`config.mk`:
```
export PLATFORM = sky130hd
export DESIGN_NAME = arbitro_memoria
export DESIGN_NICKNAME = d
export VERILOG_FILES = /design/src/rtl/arbitro_pkg.sv /design/src/rtl/arbitro_memoria_contador_espera.sv /design/src/rtl/arbitro_memoria.sv
export SDC_FILE = /design/constraint.sdc
export NUM_CORES = 1
export LEC_CHECK = 0
export CAP_MARGIN = 20
export CORE_AREA = 2 2 92 94
export CTS_BUF_LIST = sky130_fd_sc_hd__clkbuf_8
export DETAILED_ROUTE_END_ITERATION = 8
export DIE_AREA = 0 0 94 96
export DONT_BUFFER_PORTS = 1
export PLACE_DENSITY = 0.72
export RECOVER_POWER = 25
export SLEW_MARGIN = 20
export SYNTH_ARGS = -nofsm -noshare
export SYNTH_HDL_FRONTEND = slang
export SYNTH_SLANG_ARGS = --single-unit
```
`constraint.sdc`:
```
create_clock -name Clock -period 3.6 [get_ports Clock]
set_input_delay 1.08 -clock Clock [delete_from_list [all_inputs] [get_ports Clock]]
set_output_delay 1.08 -clock Clock [all_outputs]
set_load 0.02 [all_outputs]
```
`src/rtl/arbitro_pkg.sv`:
```
// Shared types for the shared-memory arbiter.
// State/owner enums and counter sizing.
package arbitro_pkg;

  localparam int ARB_STATE_W = 2;
  localparam int CNT_W = 4;

  typedef enum logic [ARB_STATE_W-1:0] {
    ST_IDLE  = 2'd0,
    ST_READ  = 2'd1,
    ST_WRITE = 2'd2,
    ST_RESP  = 2'd3
  } arb_state_t;

  typedef enum logic {
    OWN_FETCH = 1'b0,
    OWN_DATA  = 1'b1
  } owner_t;

  // Fetch wins if alone, or on a tie when data
  // owned the previous transaction.
  function automatic logic fetch_wins(
    input logic   f_req,
    input logic   d_req,
    input owner_t last
  );
    return f_req & (~d_req | (last == OWN_DATA));
  endfunction

endpackage

```
`src/rtl/arbitro_memoria_contador_espera.sv`:
```
// Read-latency wait counter: clear/enable up-counter.
// Ports: Clock, Reset, clr, en in; hit out at READ_LAT-1.
module contador_espera
  import arbitro_pkg::*;
#(
  parameter int READ_LAT = 2
) (
  input  logic Clock,
  input  logic Reset,
  input  logic clr,
  input  logic en,
  output logic hit
);

  localparam logic [CNT_W-1:0] HIT_V =
    CNT_W'(READ_LAT - 1);

  logic [CNT_W-1:0] cnt;

  always_ff @(posedge Clock) begin
    if (Reset || clr) begin
      cnt <= '0;
    end else if (en) begin
      cnt <= cnt + 1'b1;
    end
  end

  assign hit = (cnt == HIT_V);

endmodule

```
`src/rtl/arbitro_memoria.sv`:
```
// Fetch/data arbiter and sequencer for one shared memory port.
// Ports: f_* fetch req/gnt/done, d_* data req/gnt/done, mem_* memory side.
module arbitro_memoria
  import arbitro_pkg::*;
#(
  parameter int READ_LAT = 2,
  parameter int ADDR_W   = 32,
  parameter int DATA_W   = 32
) (
  input  logic                   Clock,
  input  logic                   Reset,
  input  logic                   f_req,
  input  logic [ADDR_W-1:0]      f_addr,
  output logic                   f_gnt,
  output logic                   f_done,
  input  logic                   d_req,
  input  logic                   d_we,
  input  logic [ADDR_W-1:0]      d_addr,
  input  logic [DATA_W-1:0]      d_wdata,
  output logic                   d_gnt,
  output logic                   d_done,
  output logic [DATA_W-1:0]      rdata,
  output logic [ADDR_W-1:0]      mem_addr,
  output logic                   mem_we,
  output logic [DATA_W-1:0]      mem_wdata,
  input  logic [DATA_W-1:0]      mem_rdata,
  output logic                   busy,
  output logic [ARB_STATE_W-1:0] arb_state
);

  arb_state_t        state;
  owner_t            owner;
  owner_t            last_owner;
  logic [ADDR_W-1:0] lat_addr;
  logic [DATA_W-1:0] lat_wdata;
  logic [DATA_W-1:0] rdata_q;
  logic              f_gnt_q;
  logic              d_gnt_q;
  logic              f_done_q;
  logic              d_done_q;
  logic              f_win;
  logic              d_win;
  logic              hit;

  assign f_win = fetch_wins(f_req, d_req, last_owner);
  assign d_win = d_req & ~f_win;

  // Counter is held at zero outside READ, so it
  // starts every read from 0.
  contador_espera #(
    .READ_LAT(READ_LAT)
  ) u_cnt (
    .Clock(Clock),
    .Reset(Reset),
    .clr  (state != ST_READ),
    .en   (state == ST_READ),
    .hit  (hit)
  );

  always_ff @(posedge Clock) begin
    if (Reset) begin
      state      <= ST_IDLE;
      owner      <= OWN_FETCH;
      last_owner <= OWN_DATA;
      lat_addr   <= '0;
      lat_wdata  <= '0;
      rdata_q    <= '0;
      f_gnt_q    <= 1'b0;
      d_gnt_q    <= 1'b0;
      f_done_q   <= 1'b0;
      d_done_q   <= 1'b0;
    end else begin
      f_gnt_q  <= 1'b0;
      d_gnt_q  <= 1'b0;
      f_done_q <= 1'b0;
      d_done_q <= 1'b0;
      unique case (state)
        ST_IDLE: begin
          if (f_win) begin
            owner    <= OWN_FETCH;
            lat_addr <= f_addr;
            f_gnt_q  <= 1'b1;
            state    <= ST_READ;
          end else if (d_win) begin
            owner     <= OWN_DATA;
            lat_addr  <= d_addr;
            lat_wdata <= d_wdata;
            d_gnt_q   <= 1'b1;
            state     <= d_we ? ST_WRITE : ST_READ;
          end
        end
        ST_READ: begin
          if (hit) begin
            rdata_q  <= mem_rdata;
            f_done_q <= (owner == OWN_FETCH);
            d_done_q <= (owner == OWN_DATA);
            state    <= ST_RESP;
          end
        end
        ST_WRITE: begin
          f_done_q <= (owner == OWN_FETCH);
          d_done_q <= (owner == OWN_DATA);
          state    <= ST_RESP;
        end
        ST_RESP: begin
          last_owner <= owner;
          state      <= ST_IDLE;
        end
        default: state <= ST_IDLE;
      endcase
    end
  end

  assign f_gnt     = f_gnt_q;
  assign d_gnt     = d_gnt_q;
  assign f_done    = f_done_q;
  assign d_done    = d_done_q;
  assign rdata     = rdata_q;
  assign mem_addr  = lat_addr;
  assign mem_wdata = lat_wdata;
  assign mem_we    = (state == ST_WRITE);
  assign busy      = (state != ST_IDLE);
  assign arb_state = state;

endmodule

```
==> flow_results.org <==
** Yosys
- The netlist uses 37 different library cells.
- Measured against the total synthesized area, the mux share comes to 0.002200.
- Sequential fraction of the synthesis area :: 0.4752
- The mapped netlist covers 4549 µm².
- The synthesized design contains 108 register bits.
- Of the total synthesized cell area, the portion taken by full adders, half adders and majority gates is 0.01925.
- In this run the mean area of a mapped cell was 8.535 µm².
- Of the total synthesized cell area, the portion taken by AND, OR, NAND and NOR gates is 0.2063.
- The number of nets handed over by synthesis was 673.
- Largest family of logic cells by synthesized area :: compound AO/OA/AOI/OAI gates
- Synthesis produced a netlist whose cell count is 533.
- During synthesis, Yosys emitted a total of 0 warnings.
- Of the total synthesized cell area, the portion taken by XOR and XNOR cells is 0.003850.
- The compound-gate portion of the synthesized area came to 0.2219.

** Timing
- Final Hold Viols :: 0
- Setup repair after global routing missed its margin :: no
- For this run, the top clock speed supported by timing is 369.5 MHz.
- Across the routed clock network, the largest skew measured is 8.295 ps.
- Final critical-path share of the clock period :: 0.7518
- Headroom to the max-slew limit came out at 0.1258.
- Worst-Margin Slew :: 1311 ps
- Clock period minus worst slack :: 2706 ps
- The count of pins over their slew limit came to 0.
- Summed negative setup slack over all endpoints :: 0 ps
- Setup-violating endpoint count in the final report :: 0

** Setup path
- Nature of the critical path endpoint :: output pin
- For this run, the slowest stage of the critical path takes 540 ps.
- The worst setup path is launched from a register.
- For the worst setup path, the data required time is 2520 ps.
- Ordered cell list for the critical path :: inv_1, ha_1, inv_1
- For the worst setup path, the data arrival time is 1630 ps.
- Along the worst path, the maximum fanout reaches 5.
- Master of the slowest instance on the critical path :: sky130_fd_sc_hd__dfxtp_1
- Critical path buffers and inverters :: 2
- Critical Path Most Common Cell :: sky130_fd_sc_hd__inv_1
- Category of the most critical setup path :: reg2out
- The cell family contributing the most delay on the critical path is flip-flops.

** Cells and area
- After the last flow step, the layout net total stands at 632.
- Summing all non-filler instances in the final layout gives an area of 4587 µm².
- Relative to the synthesized area, the layout overhead comes to 0.8251%.
- Commonest non-fill, non-tap cells in the layout :: 108 x sky130_fd_sc_hd__dfxtp_1, 65 x sky130_fd_sc_hd__a21oi_1, 64 x sky130_fd_sc_hd__nand2_1
- Proportion of layout cells with a drive suffix above 1 :: 0.04427
- Number of antenna diodes :: 0
- Most common cell after layout, fill and taps aside :: sky130_fd_sc_hd__dfxtp_1

** Detailed routing
- Detailed-route via count :: 3620
- The detailed router finished its first iteration with 130 violations.
- Once detail routing completed, the nets flagged for antenna violations numbered 0.
- Dividing the detail-routed wire length by the instance count gives 17.87 µm.
- The pre-antenna-repair detailed-routing pass consisted of 5 iterations.
- After detailed routing, the number of vias per cell comes to 6.013.
- The routed design has 10760 µm of wire.
- Residual DRC :: 0

** Clocking
- The tree is rooted in a sky130_fd_sc_hd__clkbuf_8.
- At the later pin of the worst-skew pair, clock insertion delay measures 360 ps.
- Buffers inserted to repair hold after CTS numbered 0.
- TritonCTS built the clock tree.
- Clock buffer count from CTS :: 9
- CTS saw 108 sinks.
- In this run, post-CTS repair resized a total of 0 instances.
- Number of setup buffers added after CTS :: 0
- Maximum level of the CTS H-tree :: 3
- After clock tree synthesis, the clock-pin slew on the worst setup and hold paths is 100 ps.
- Maximum buffer depth of the clock tree :: 2

** Floorplan
- Measured along the y axis, the die boundary spans 96 µm.
- In this run the count of I/O pins placed on the die edge is 237.
- Floorplan die area :: 9024 µm²
- Floorplan die width :: 94 µm
- The initialized floorplan defines 33 standard-cell rows.
- Area of the placeable core :: 8051 µm²
- Effective utilization at floorplan :: 0.5650

** Power and ir drop
- Power per unit of standard cell area :: 728.5 nW/µm²
- In this run the static leakage power is 0.001529 µW.
- Highest ir drop seen on vdd :: 0.0003681 V

** Global routing
- Vias in the first global route :: 3284
- The first global-routing pass estimated 15790 µm of wire.
- Initial antenna violation count :: 0
- Largest net degree at the start of global routing :: 106
- Remaining global-route overflow :: 0
- Overall Global Routing Usage :: 0.2215

** Place
- The wire-length estimate of the detail-placed layout is 7279 µm.
- Routability congestion estimate :: 0.7870
- During placement, the flow inserted port buffers numbering 0.
- Once placement finished, the instance area stood at 4417 µm².

** Run status
- Status :: finished, final reports clean

** Run
- The tool flagged a number of max-cap violations equal to 0.

** Worst hold path
- Worst hold-check path type :: reg2reg
[worst reg2reg max path: stages (launching register included)]
cell and delay (ps):
sky130_fd_sc_hd__dfxtp_1 440, sky130_fd_sc_hd__inv_1 160, sky130_fd_sc_hd__ha_1 250, sky130_fd_sc_hd__nor4bb_1 260
sky130_fd_sc_hd__clkbuf_1 1000, sky130_fd_sc_hd__o21ai_0 250, sky130_fd_sc_hd__nor2_1 140
[cells by family (layout without fill, tap and decap cells)]
group           Yosys count  in the layout
buf+inv                  61             25
compound gates          171            171
simple gates            183            183
fa+ha+maj                 7              7
xor+xnor                  2              2
mux                       1              1
flops                   108            108
[synth_stat cells, drive strengths merged]
| library cell | n | share of area |
|---|---|---|
| a211o | 1 | 0.0019 |
| a21oi | 65 | 0.072 |
| a221oi | 1 | 0.0033 |
| a222oi | 1 | 0.0022 |
| a22o | 1 | 0.0019 |
| a311o | 1 | 0.0022 |
| a311oi | 32 | 0.062 |
| a31oi | 1 | 0.0014 |
| and2 | 1 | 0.0019 |
| and2b | 1 | 0.0017 |
| buf | 28 | 0.043 |
| clkbuf | 26 | 0.022 |
| dfxtp | 108 | 0.48 |
| ha | 7 | 0.019 |
| inv | 7 | 0.0058 |
| mux2i | 1 | 0.0022 |
| nand2 | 65 | 0.054 |
| nand2b | 3 | 0.0041 |
| nand3 | 33 | 0.036 |
| nand4bb | 1 | 0.0025 |
| nor2 | 40 | 0.033 |
| nor2b | 3 | 0.0041 |
| nor4 | 1 | 0.0014 |
| nor4bb | 1 | 0.0022 |
| o21a | 1 | 0.0017 |
| o21ai | 66 | 0.073 |
| o21bai | 1 | 0.0017 |
| or2 | 1 | 0.0014 |
| or3b | 33 | 0.064 |
| xnor2 | 1 | 0.0019 |
| xor2 | 1 | 0.0019 |
[flip-flops by register name, indices dropped and copies added, names as in the netlist, 2 cells and up]
| name | count |
|---|---|
| mem_addr | 32 |
| mem_wdata | 32 |
| rdata | 32 |
| u_cnt.cnt | 4 |
| arb_state | 2 |
[metrics by stage]
stage                     worst slack (ps)  utilization  hold WS, ps  power (µW)  std cells
after detailed placement              1060       0.5486        457.4        2703        586
after CTS                            867.1       0.5716        479.8        3382        602
after global routing                 797.8       0.5697        516.5        3572        602
after global placement                1103       0.5483        446.0        2661        586
final                                893.7       0.5697        474.0        3342        602
after floorplan                       1471            -        422.9        2621        533
[path summary, 6_finish.rpt]
path	endpoint	slack, ps	cells past startpoint	from
setup / recovery	busy	890	3	arb_state[0]
hold / removal	d_done	470	2	owner
setup reg to reg	f_done	1030	6	arb_state[1]
hold reg to reg	d_done	470	2	owner
[power breakdown]
part           switching [µW]  total (µW)  internal [µW]
combinational             499         787            288
clock                     407         684            277
sequential                443        1870           1430
total                    1350        3340           1990
[per-layer routing]
layer  part of all wire  GRT usage  routed length (µm)
met4              0.018     0.1063                 193
met5                  0          0                   0
met2               0.49     0.3732                5246
met1               0.39     0.2500                4199
met3               0.10    0.07987                1118
[cell type report]
class | instances | area, µm²
sequential | 108 | 2162
tap | 105 | 131.4
timing repair buffer | 2 | 11.26
fill | 741 | 3465
multi-input combinational | 364 | 2071
clock inverter | 6 | 47.55
inverter | 7 | 26.28
clock buffer | 10 | 137.6
Note: power is estimated with default switching activity, not from simulation.
